File: src/rtl/seq_detect_ctrl_if.sv
// Config port of the serial pattern detector: pattern/target write with valid/ready.
interface seq_detect_ctrl_if #(
  parameter int PAT_W = 4,
  parameter int CNT_W = 8
);
  logic             cfg_valid;
  logic             cfg_ready;
  logic [PAT_W-1:0] cfg_pattern;
  logic [CNT_W-1:0] cfg_target;

  modport master (output cfg_valid, cfg_pattern, cfg_target, input cfg_ready);
  modport slave  (input cfg_valid, cfg_pattern, cfg_target, output cfg_ready);
endinterface

File: src/rtl/seq_detect_ctrl.sv
// Programmable serial pattern detector: arm, detect overlapping matches, count, retire on
// target or abort.
module seq_detect_ctrl #(
  parameter int               PAT_W     = 4,
  parameter int               CNT_W     = 8,
  parameter logic [PAT_W-1:0] RESET_PAT = PAT_W'(4'b1011)
) (
  input  logic             clk,
  input  logic             rstn,
  seq_detect_ctrl_if.slave cfg,
  input  logic             start,
  input  logic             abort,
  input  logic             seqin,
  input  logic             seqin_valid,
  output logic             busy,
  output logic             match,
  output logic [CNT_W-1:0] match_count,
  output logic             done
);

  localparam int FILL_W = $clog2(PAT_W + 1);
  localparam logic [FILL_W-1:0] FILL_FULL = FILL_W'(PAT_W);

  typedef enum logic [1:0] {S_IDLE, S_ARMED, S_DONE} state_t;

  state_t           state_q, state_d;
  logic [PAT_W-1:0] pat_q, pat_d;
  logic [CNT_W-1:0] tgt_q, tgt_d;
  logic [PAT_W-1:0] win_q, win_d;
  logic [FILL_W-1:0] fill_q, fill_d;
  logic [CNT_W-1:0] cnt_q, cnt_d;
  logic             busy_q, busy_d;
  logic             match_q, match_d;
  logic             done_q, done_d;

  logic [PAT_W-1:0]  win_shift;
  logic [FILL_W-1:0] fill_inc;
  logic [CNT_W-1:0]  cnt_inc;
  logic              hit;

  // An abort in the same cycle as a completing bit suppresses the hit entirely.
  assign win_shift = {win_q[PAT_W-2:0], seqin};
  assign fill_inc  = (fill_q == FILL_FULL) ? fill_q : fill_q + FILL_W'(1);
  assign cnt_inc   = (&cnt_q) ? cnt_q : cnt_q + CNT_W'(1);
  assign hit       = (state_q == S_ARMED) && seqin_valid && !abort &&
                     (fill_inc == FILL_FULL) && (win_shift == pat_q);

  always_ff @(posedge clk or negedge rstn) begin
    if (!rstn) begin
      state_q <= S_IDLE;
      pat_q   <= RESET_PAT;
      tgt_q   <= '0;
      win_q   <= '0;
      fill_q  <= '0;
      cnt_q   <= '0;
      busy_q  <= 1'b0;
      match_q <= 1'b0;
      done_q  <= 1'b0;
    end else begin
      state_q <= state_d;
      pat_q   <= pat_d;
      tgt_q   <= tgt_d;
      win_q   <= win_d;
      fill_q  <= fill_d;
      cnt_q   <= cnt_d;
      busy_q  <= busy_d;
      match_q <= match_d;
      done_q  <= done_d;
    end
  end

  always_comb begin
    state_d = state_q;
    unique case (state_q)
      S_IDLE:  if (start) state_d = S_ARMED;
      S_ARMED: begin
        if (abort)
          state_d = S_IDLE;
        else if (hit && (tgt_q != '0) && (cnt_inc == tgt_q))
          state_d = S_DONE;
      end
      S_DONE:  state_d = S_IDLE;
      default: state_d = S_IDLE;
    endcase
  end

  always_comb begin
    pat_d   = pat_q;
    tgt_d   = tgt_q;
    win_d   = win_q;
    fill_d  = fill_q;
    cnt_d   = cnt_q;
    match_d = hit;
    done_d  = (state_d == S_DONE);
    busy_d  = (state_d != S_IDLE);
    unique case (state_q)
      S_IDLE: begin
        if (cfg.cfg_valid) begin
          pat_d = cfg.cfg_pattern;
          tgt_d = cfg.cfg_target;
        end
        if (start) begin
          win_d  = '0;
          fill_d = '0;
          cnt_d  = '0;
        end
      end
      S_ARMED: begin
        if (!abort && seqin_valid) begin
          win_d  = win_shift;
          fill_d = fill_inc;
          if (hit) cnt_d = cnt_inc;
        end
      end
      default: ;
    endcase
  end

  assign cfg.cfg_ready = (state_q == S_IDLE);
  assign busy          = busy_q;
  assign match         = match_q;
  assign match_count   = cnt_q;
  assign done          = done_q;

endmodule

File: src/flat_wrapper.sv
// flat-port wrapper written by rule: the top's interface ports become plain ports
module seq_detect_ctrl_flat 
#(
  parameter int               PAT_W     = 4,
  parameter int               CNT_W     = 8,
  parameter logic [PAT_W-1:0] RESET_PAT = PAT_W'(4'b1011)
)
  (clk, rstn, start, abort, seqin, seqin_valid, busy, match, match_count, done, cfg_cfg_valid, cfg_cfg_pattern, cfg_cfg_target, cfg_cfg_ready);
  seq_detect_ctrl_if #(.PAT_W(PAT_W), .CNT_W(CNT_W)) cfg_i ();
  input  logic clk;
  input  logic rstn;
  input  logic start;
  input  logic abort;
  input  logic seqin;
  input  logic seqin_valid;
  output logic busy;
  output logic match;
  output logic [CNT_W-1:0] match_count;
  output logic done;
  input wire logic [$bits(cfg_i.cfg_valid)-1:0] cfg_cfg_valid;
  input wire logic [$bits(cfg_i.cfg_pattern)-1:0] cfg_cfg_pattern;
  input wire logic [$bits(cfg_i.cfg_target)-1:0] cfg_cfg_target;
  output wire logic [$bits(cfg_i.cfg_ready)-1:0] cfg_cfg_ready;
  assign cfg_i.cfg_valid = cfg_cfg_valid;
  assign cfg_i.cfg_pattern = cfg_cfg_pattern;
  assign cfg_i.cfg_target = cfg_cfg_target;
  assign cfg_cfg_ready = cfg_i.cfg_ready;
  seq_detect_ctrl #(.PAT_W(PAT_W), .CNT_W(CNT_W), .RESET_PAT(RESET_PAT)) u_core (.clk(clk), .rstn(rstn), .cfg(cfg_i), .start(start), .abort(abort), .seqin(seqin), .seqin_valid(seqin_valid), .busy(busy), .match(match), .match_count(match_count), .done(done));
endmodule
File: config.mk
export PLATFORM = sky130hd
export DESIGN_NAME = seq_detect_ctrl_flat
export DESIGN_NICKNAME = d
export VERILOG_FILES = /design/src/rtl/seq_detect_ctrl_if.sv /design/src/rtl/seq_detect_ctrl.sv /design/src/flat_wrapper.sv
export SDC_FILE = /design/constraint.sdc
export NUM_CORES = 1
export LEC_CHECK = 0
export ABC_AREA = 1
export CAP_MARGIN = 20
export CORE_ASPECT_RATIO = 1.75
export CORE_MARGIN = 1
export CORE_UTILIZATION = 40
export DETAILED_ROUTE_END_ITERATION = 8
export HOLD_SLACK_MARGIN = 0.1
export PLACE_DENSITY_LB_ADDON = 0.25
export SLEW_MARGIN = 20
export SYNTH_ARGS = -nofsm -noshare
export SYNTH_HDL_FRONTEND = slang
export SYNTH_SLANG_ARGS = --single-unit
export TNS_END_PERCENT = 30
File: constraint.sdc
create_clock -name clk -period 1.7 [get_ports clk]
set_clock_uncertainty 0.05 [all_clocks]
set_input_delay 0.51 -clock clk [delete_from_list [all_inputs] [get_ports clk]]
set_output_delay 0.51 -clock clk [all_outputs]
set_load 0.05 [all_outputs]
==> flow_summary.yaml, run 1 <==
pwr:
  seq_power_share_pct: 33.8
  p_comb_share_pct: 44.7
  power_switching_share_pct: 36.1
  p_switching_w: 0.00109
  intPower_w: 0.00192
  p_leak_nw: 1.32
  worst_ir_drop_vdd_uv: 875
  power_density_nw_per_um2: 1080
  clkPwrFrac_pct: 21.4
  report.power.total_w: 0.00301
cells_and_area:
  fill_cells: 375
  nNetsFinal: 322
  synthToLayoutAreaGrowth_pct: 52.6
  drive_gt1_share_pct: 32.9
  regArea_um2: 792
  design_area_um2: 2770
  final_util_pct: 63.5
  multi_input_area_um2: 956
  n_antenna_cell: 0
routing:
  drc: 0
  wirelength_mm: 4.51
  wl_per_cell_um: 12.8
  firstDrtPassIters: 4
  vias: 1721
  vias_per_cell: 4.89
  ant_nets: 0
  drt_iter0_markers: 21
yosys:
  ys_top_cells_by_area: "dfrtp_1, nand2_1, inv_1"
  yosys.area.top_type: "dfrtp_1"
  netlist_area_um2: 1820
  synth_cell_type_count: 32
  ys_seq_area_share_pct: 42.9
  synth-main-ff-cell: "dfrtp_1"
  yosysWarnings: 0
  yosysTopAreaCellShare_pct: 38.6
  syn_avg_cell_area_um2: 7.73
  synth_nets: 257
  async_flop_share_pct: 100
  synthCells: 235
  ys_ff_latch: 31
  synth_edf_count: 0
setup_path:
  cp-start-kind: "flip-flop"
  end_kind: "flip-flop"
  path_class: "reg -> reg"
  path_max_fanout: 8
  critPathArrivalTime_ns: 1.99
  cp.required_ns: 1.86
clocking:
  path_clk_slew_ns: 0.07
  cts.path.max_buffers: 2
  cts_tree: "yes"
  worstSkewPairLatency_ns: 0.28
  hold_buffers: 0
  cts_max_level: 2
  clockRootBuffer: "clkbuf_8"
  clock_sinks: 31
  numCtsBuffers: 5
floorplan:
  pin_count: 31
  die_area_um2: 4830
  core_area_um2: 4360
  start_util_pct: 41.6
  die_h_um: 91.2
  die_w_um: 52.9
  rows: 32
sta:
  setup_violations: 9
  hold_viol: 0
  max_freq_mhz: 547
  timing_max_transition_violations_final: 0
  fin_crit_sh_pct: 107
  rsz0062_at_grt: "true"
  worst_slack_ns: -0.127
  fin_crit_ns: 1.83
  fin_tns_setup_ns: -1.01
  worst_pin_slew_ns: 0.288
  slew_headroom_pct: 80.7
global_routing:
  grt_pass1_wl_mm: 7.94
  grt_pass1_vias: 1790
  overflow: 0
  grt_usage_pct: 22.8
  antenna_found_initial: 0
  grt_max_degree: 32
status:
  status: "finished, violations left"
  violations: "setup timing"
hold_path:
  hold_path.class: "reg -> reg"
place:
  hpwlAfterDp_mm: 3.37
  dpl-instance-area_um2: 2560
  port_buffers: 30
  place.gp.congestion: 0.839
flow_run:
  drv_cap: 0
## per-layer routing
metal / vias up / share of wire (%) / wire [µm] / global-route usage, %
li1: 875 / - / - / -
met1: 797 / 36 / 1620 / 23.0
met4: 0 / 4.7 / 212 / 14.9
met5: - / 0 / 0 / 0
met3: 14 / 2.5 / 112 / 3.02
met2: 35 / 57 / 2570 / 40.6
## critical path, stage by stage, from the launching register on
cell and delay [ns]:
dfrtp_1 0.39, inv_2 0.07, ha_4 0.17, buf_6 0.10
o211ai_1 0.26, nor2_1 0.10, nand2_1 0.08, inv_2 0.05
o21ai_4 0.21, buf_12 0.16, nand2_1 0.05, o21ai_1 0.06
## power groups by stage
stage,clock [W],combinational [W],sequential [W]
after floorplan,0,0.000549,0.00112
final,0.000645,0.00135,0.00102
after CTS,0.000661,0.00131,0.00101
after global placement,0,0.00118,0.00102
after detailed placement,0,0.00120,0.00102
after global routing,0.000688,0.00148,0.00103
## final timing paths
kind / startpoint / endpoint / slack, ns / depth (start not counted)
max: u_core.fill_q[1] / u_core.match_count[6] / -0.13 / 11
min: u_core.pat_q[1] / u_core.pat_q[1] / 0.46 / 2
max reg2reg: u_core.fill_q[1] / u_core.match_count[6] / -0.13 / 11
min reg2reg: u_core.pat_q[1] / u_core.pat_q[1] / 0.46 / 2
max in group asynchronous: rstn / u_core.pat_q[1] / 0.81 / 2
min in group asynchronous: rstn / u_core.tgt_q[6] / 0.54 / 2
## area by class of cell
type	count	area share [%]
clock buffers	8	3.61
multi-input cells	167	34.5
inverters	33	4.56
flip-flops and latches	31	28.6
repair buffers	62	26.5
well taps	51	2.30
## flip-flops by register name, indices dropped and copies added (netlist names)
name	cells
u_core.win_q	3
u_core.match_count	8
u_core.match	1
u_core.fill_q	3
u_core.pat_q	4
u_core.state_q	2
u_core.tgt_q	8
u_core.done	1
u_core.busy	1
## cells in the final DEF, fill, tap and decap left out, types with 2 or more instances in the layout
cell and n:
buf_4 26, clkbuf_8 7, o21ai_2 4, nand3_2 4, dfstp_2 3, clkdlybuf4s50_1 18, nor2_4 3, mux2_2 6
nor2_2 4, buf_12 16, nor2_1 20, dfrtp_1 20, ha_4 2, nand2_2 6, o21ai_0 6, dfrtp_2 7
o21ai_1 8, inv_2 3, inv_1 28, nand3_1 20, nand2_1 61, xnor2_1 3, a21oi_1 8, xor2_1 2
## what timing repair did
action	CTS	global route
buffers inserted	2	1
pin swaps	4	1
gates cloned	1	0
setup endpoints to repair	11	16
resized for setup	10	5
endpoints found under the hold margin	0	0
## synthesized netlist by cell type (3+ instances only)
cell type and number:
xnor2_1 3, mux2_2 6, nor2_1 23, nand3_1 22, inv_1 31, o21ai_1 10
nand2_2 3, ha_1 3, nand2_1 64, dfrtp_1 28, a21oi_1 8, dfstp_2 3
o21ai_0 6
## kinds of logic after synthesis
kind of cell | Yosys count | synth area share, %
AO/OA/AOI/OAI | 28 | 8.89
XOR/XNOR | 6 | 3.31
adder cells (fa/ha/maj) | 3 | 2.07
buffers and inverters | 37 | 7.92
flip-flops | 31 | 42.9
multiplexers | 6 | 3.72
AND/OR/NAND/NOR | 124 | 31.2
## through the flow
step / hold WS (ns) / setup WS [ns] / std cells
4_1_cts: 0.463 / -0.0940 / 351
3_5_place_dp: 0.453 / -0.348 / 340
5_1_grt: 0.485 / -0.262 / 352
2_1_floorplan: 0.164 / -0.0552 / 235
6_report: 0.463 / -0.127 / 352
3_3_place_gp: 0.443 / -0.332 / 340
Note: power is estimated with default switching activity, not from simulation.
==> inputs of run 2 (changes only) <==
Settings changed: ABC_AREA 1 to not set.
==> run 2 against run 1 <==
  * The run still ends with setup timing left
  * Setup slack worse by 0.21 ns
  * Fmax is 10% lower
  * Total power fell by 25%
  * Combinational power is 46% lower
  * Cell area grew 5.5%
  * Critical path type unchanged
  * Highest routed layer unchanged
==> flow_summary.yaml, run 2 <==
status:
  status: "finished, violations left"
  violations: "setup timing"
global_routing:
  grt_usage_pct: 23.6
  antenna_found_initial: 0
  grt_pass1_wl_mm: 8.11
  grt_pass1_vias: 1731
  grt_max_degree: 32
  overflow: 0
yosys:
  syn_avg_cell_area_um2: 10.4
  synth_cell_type_count: 46
  yosysMostFrequentCell: "dfrtp_1"
  async_flop_share_pct: 100
  yosys.area.top_type: "dfrtp_1"
  synth-main-ff-cell: "dfrtp_1"
  synthTopCellsByCount: "dfrtp_1, nand2_1, mux2_2"
  ys_ff_latch: 31
  synthCells: 170
  ys_top_cells_by_area: "dfrtp_1, mux2_2, dfstp_2"
  yosysTopAreaCellShare_pct: 39.7
  netlist_area_um2: 1760
  yosysWarnings: 0
  synth_nets: 192
  ys_seq_area_share_pct: 44.2
  synth_edf_count: 0
sta:
  fin_crit_ns: 2.04
  worst_slack_ns: -0.340
  holdWs_ns: 0.467
  timing_max_transition_violations_final: 0
  max_freq_mhz: 490
  slew_headroom_pct: 72.6
  fin_crit_sh_pct: 120
  setup_violations: 12
  hold_viol: 0
  rsz0062_at_grt: "true"
  worst_pin_slew_ns: 0.409
routing:
  ant_nets: 0
  drc: 0
  vias: 1645
  wl_per_cell_um: 16.8
  vias_per_cell: 5.43
  wirelength_mm: 5.09
  drt_iter0_markers: 47
  firstDrtPassIters: 4
setup_path:
  critPathArrivalTime_ns: 2.16
  end_kind: "flip-flop"
  cp-start-kind: "flip-flop"
  cp.required_ns: 1.82
  path_max_fanout: 4
  path_class: "reg -> reg"
floorplan:
  core_area_um2: 4190
  die_area_um2: 4690
  rows: 31
  die_w_um: 52.2
  pin_count: 31
  die_h_um: 89.9
  start_util_pct: 42.1
clocking:
  clockRootBuffer: "clkbuf_8"
  clock_sinks: 31
  path_clk_slew_ns: 0.06
  cts.path.max_buffers: 2
  worstSkewPairLatency_ns: 0.29
  cts_max_level: 2
  numCtsBuffers: 5
  cts_tree: "yes"
  hold_buffers: 0
hold_path:
  hold_path.class: "reg -> reg"
cells_and_area:
  regArea_um2: 790
  synthToLayoutAreaGrowth_pct: 65.7
  multi_input_area_um2: 1120
  nNetsFinal: 275
  fill_cells: 314
  drive_gt1_share_pct: 51.2
  most-common-layout-cells: "buf_4, dfrtp_1, nand2_1, clkdlybuf4s50_1, buf_12"
  n_antenna_cell: 0
  layout_commonest_cell: "buf_4"
pwr:
  p_switching_w: 0.000716
  report.power.total_w: 0.00225
  seq_power_share_pct: 42.9
  p_comb_share_pct: 32.3
  intPower_w: 0.00153
  worst_ir_drop_vdd_uv: 558
  power_density_nw_per_um2: 768
  power_switching_share_pct: 31.9
  p_leak_nw: 1.19
  clkPwrFrac_pct: 24.7
flow_run:
  drv_cap: 0
place:
  hpwlAfterDp_mm: 3.64
  port_buffers: 30
  place.gp.congestion: 0.922
-- run 2: critical path, cell delays in order (launching register included) --
cell       delay, ns
dfrtp_2         0.41
ha_4            0.17
nand3_4         0.09
o31a_1          0.27
a221oi_2        0.31
o2111ai_2       0.20
nor4_2          0.35
nor2b_1         0.08
-- run 2: final timing paths --
kind                                  startpoint                 to  slack [ns]  depth (start not counted)
max                        u_core.match_count[0]  u_core.state_q[0]       -0.34                          7
min                              u_core.win_q[2]    u_core.win_q[2]        0.47                          2
max reg2reg                u_core.match_count[0]  u_core.state_q[0]       -0.34                          7
min reg2reg                      u_core.win_q[2]    u_core.win_q[2]        0.47                          2
max in group asynchronous                   rstn    u_core.pat_q[0]        0.82                          2
min in group asynchronous                   rstn    u_core.tgt_q[1]        0.53                          2
-- run 2: logic make-up after synthesis --
group	count (synthesis)	synth area share [%]
compound gates	36	13.7
xor+xnor	12	5.96
fa+ha+maj	3	2.13
buf+inv	11	3.19
flops	31	44.2
mux	16	10.1
simple gates	61	20.8
-- run 2: stage by stage --
step	instances	setup TNS, ns	worst slack [ns]	util [%]	cell area, µm²
2_1_floorplan	170	-2.33	-0.336	-	1810
3_3_place_gp	286	-7.58	-0.649	61.9	2590
3_5_place_dp	286	-8.88	-0.743	61.9	2590
4_1_cts	297	-2.75	-0.403	66.6	2790
5_1_grt	303	-3.95	-0.447	69.8	2920
6_report	303	-2.77	-0.340	69.8	2920
-- run 2: layout make-up --
| class | count | area share [%] |
|---|---|---|
| Timing Repair Buffer | 79 | 29.0 |
| Multi-Input combinational cell | 129 | 38.3 |
| Tap cell | 49 | 2.10 |
| Clock inverter | 1 | 0.171 |
| Clock buffer | 7 | 2.61 |
| Sequential cell | 31 | 27.0 |
| Inverter | 7 | 0.899 |
-- run 2: what timing repair did --
item	4_1_cts	5_1_grt
pin swaps	13	11
resized for setup	23	20
endpoints found under the hold margin	0	0
setup buffers	2	7
gates cloned	1	0
endpoints found under the setup margin	13	15
-- run 2: power groups by stage --
stage | Sequential (W) | Combinational [W] | Clock, W
after floorplan | 0.000959 | 0.000342 | 0
final | 0.000964 | 0.000726 | 0.000555
after global routing | 0.000977 | 0.000788 | 0.000608
after detailed placement | 0.000970 | 0.000606 | 0
after global placement | 0.000966 | 0.000578 | 0
after CTS | 0.000958 | 0.000679 | 0.000572
-- run 2: routing by layer --
layer	routed length (µm)	GRT usage, %
met5	0	0
met4	149	12.9
met3	208	3.89
met2	2970	42.9
met1	1760	23.9
==> inputs of run 3 (changes only) <==
--- a/config.mk
+++ b/config.mk
@@ -10,6 +10,6 @@
 export CORE_MARGIN = 1
-export CORE_UTILIZATION = 40
+export CORE_UTILIZATION = 47
 export DETAILED_ROUTE_END_ITERATION = 8
 export HOLD_SLACK_MARGIN = 0.1
-export PLACE_DENSITY_LB_ADDON = 0.25
+export PLACE_DENSITY = 0.85
 export SLEW_MARGIN = 20
--- a/constraint.sdc
+++ b/constraint.sdc
@@ -4,2 +4,2 @@
 set_output_delay 0.51 -clock clk [all_outputs]
-set_load 0.05 [all_outputs]
+set_load 0.01 [all_outputs]
==> run 3 against run 2 <==
  * The flow still finishes with violations (setup timing)
  * Die area fell by 14%
  * Global-route usage rose by 2.3 points
  * Sequential share of layout area rose by 1.6 points
  * Sequential power is 2% lower
  * Setup slack got worse by 0.033 ns
  * Non-clock buffer count down 4
  * Combinational power is 8.5% lower
  * Critical path depth unchanged
  * Core utilization rose by 6.8 points
  * Largest cell class unchanged
==> flow_summary.yaml, run 3 (same netlist as run 2, synthesis figures left out) <==
setup_path:
  cp-start-kind: "flip-flop"
  rrSetupSlack_ns: -0.37
  rr_worst_depth: 7
  startpoint: "u_core.match_count[0]"
  path_class: "reg -> reg"
  end_kind: "flip-flop"
  r2r-start: "u_core.match_count[0]"
  cp.required_ns: 1.82
  regToRegEndpoint: "u_core.state_q[0]"
  critPathArrivalTime_ns: 2.19
  path_max_fanout: 5
clocking:
  clockRootBuffer: "clkbuf_8"
  cts.path.max_buffers: 2
  cts_max_level: 2
  path_clk_slew_ns: 0.07
  worstSkewPairLatency_ns: 0.29
  numCtsBuffers: 5
  clock_sinks: 31
  hold_buffers: 0
  cts_tree: "yes"
floorplan:
  start_util_pct: 49.1
  pin_count: 31
  die_w_um: 48.3
  core_area_um2: 3590
  rows: 29
  die_h_um: 83.1
  die_area_um2: 4010
status:
  status: "finished, violations left"
  violations: "setup timing"
routing:
  wl_per_cell_um: 16.9
  vias: 1703
  drc: 0
  firstDrtPassIters: 5
  drt_iter0_markers: 52
  vias_per_cell: 5.75
  ant_nets: 0
  wirelength_mm: 4.99
place:
  port_buffers: 30
  hpwlAfterDp_mm: 3.30
  place.gp.congestion: 0.870
  pre_cts_slack_ns: -0.726
pwr:
  worst_ir_drop_vdd_uv: 877
  report.power.total_w: 0.00237
  power_density_nw_per_um2: 862
  p_leak_nw: 1.21
global_routing:
  grt_max_degree: 32
  overflow: 0
  grt_pass1_wl_mm: 7.87
  grt_usage_pct: 25.9
  antenna_found_initial: 0
  grt_pass1_vias: 1731
hold_path:
  min_from: "u_core.pat_q[2]"
  worstHoldEndpoint: "u_core.pat_q[2]"
  whs_path_depth: 1
  hold_path.class: "reg -> reg"
sta:
  timing_max_transition_violations_final: 0
  holdWs_ns: 0.487
  worst_pin_slew_ns: 0.356
  max_freq_mhz: 482
  fin_crit_sh_pct: 122
  worst_slack_ns: -0.373
  fin_crit_ns: 2.07
  hold_viol: 0
  slew_headroom_pct: 76.0
  rsz0062_at_grt: "true"
  setup_violations: 13
flow_run:
  drv_cap: 0
cells_and_area:
  n_antenna_cell: 0
  fill_cells: 215
  most-common-layout-cells: "buf_4, dfrtp_1, nand2_1"
  layout_commonest_cell: "buf_4"
  drive_gt1_share_pct: 44.0
  nNetsFinal: 271
  synthToLayoutAreaGrowth_pct: 55.9
run 3: routing by layer:
layer / GRT usage [%] / wire, µm
met1: 26.0 / 1780
met2: 47.4 / 2790
met3: 5.68 / 208
met4: 15.2 / 212
met5: 0 / 0
run 3: stage by stage:
step	area (µm²)	setup TNS (ns)	instances	util (%)
finish	2750	-2.93	296	76.6
global route	2750	-4.18	296	76.6
CTS	2680	-3.36	294	74.5
detailed placement	2450	-10.24	283	68.2
global placement	2450	-8.67	283	68.2
floorplan	1790	-1.87	170	-
run 3: worst max path at each step:
| stage | endpoint | slack, ns | depth (start not counted) |
|---|---|---|---|
| global route | u_core.state_q[0] | -0.44 | 7 |
| detailed placement | u_core.match_count[6] | -0.73 | 7 |
| finish | u_core.state_q[0] | -0.37 | 7 |
| floorplan | u_core.match_count[0] | -0.27 | 8 |
| CTS | u_core.match_count[0] | -0.31 | 9 |
| global placement | u_core.match_count[6] | -0.63 | 7 |
run 3: worst max-delay path, cell delays in order, from the launching register on:
cell	delay, ns
dfrtp_2	0.39
buf_4	0.16
nand3_2	0.15
or3_4	0.40
mux2i_4	0.21
xnor2_1	0.17
nor4_2	0.33
nor2b_1	0.09
run 3: area by class of cell:
type / instances / area (µm²) / share of cell area (%)
Tap cell: 46 / 57.6 / 2.09
Inverter: 7 / 26.3 / 0.955
Multi-Input combinational cell: 129 / 1080 / 39.2
Clock buffer: 6 / 82.6 / 3.00
Clock inverter: 2 / 35.0 / 1.27
Sequential cell: 31 / 786 / 28.6
Timing Repair Buffer: 75 / 684 / 24.9
run 3: where the power goes:
part | internal, W | leakage, nW | switching, W | total, W
clock | 0.000474 | 0.0612 | 0.000284 | 0.000758
sequential | 0.000853 | 0.387 | 0.0000945 | 0.000948
combinational | 0.000360 | 0.758 | 0.000304 | 0.000664
total | 0.00169 | 1.21 | 0.000683 | 0.00237
run 3: repair_timing:
item | 4_1_cts | 5_1_grt
buffers inserted | 3 | 2
setup endpoints to repair | 26 | 22
pin swaps | 5 | 10
cloned | 0 | 1
resized for setup | 35 | 20
hold endpoints to repair | 0 | 0
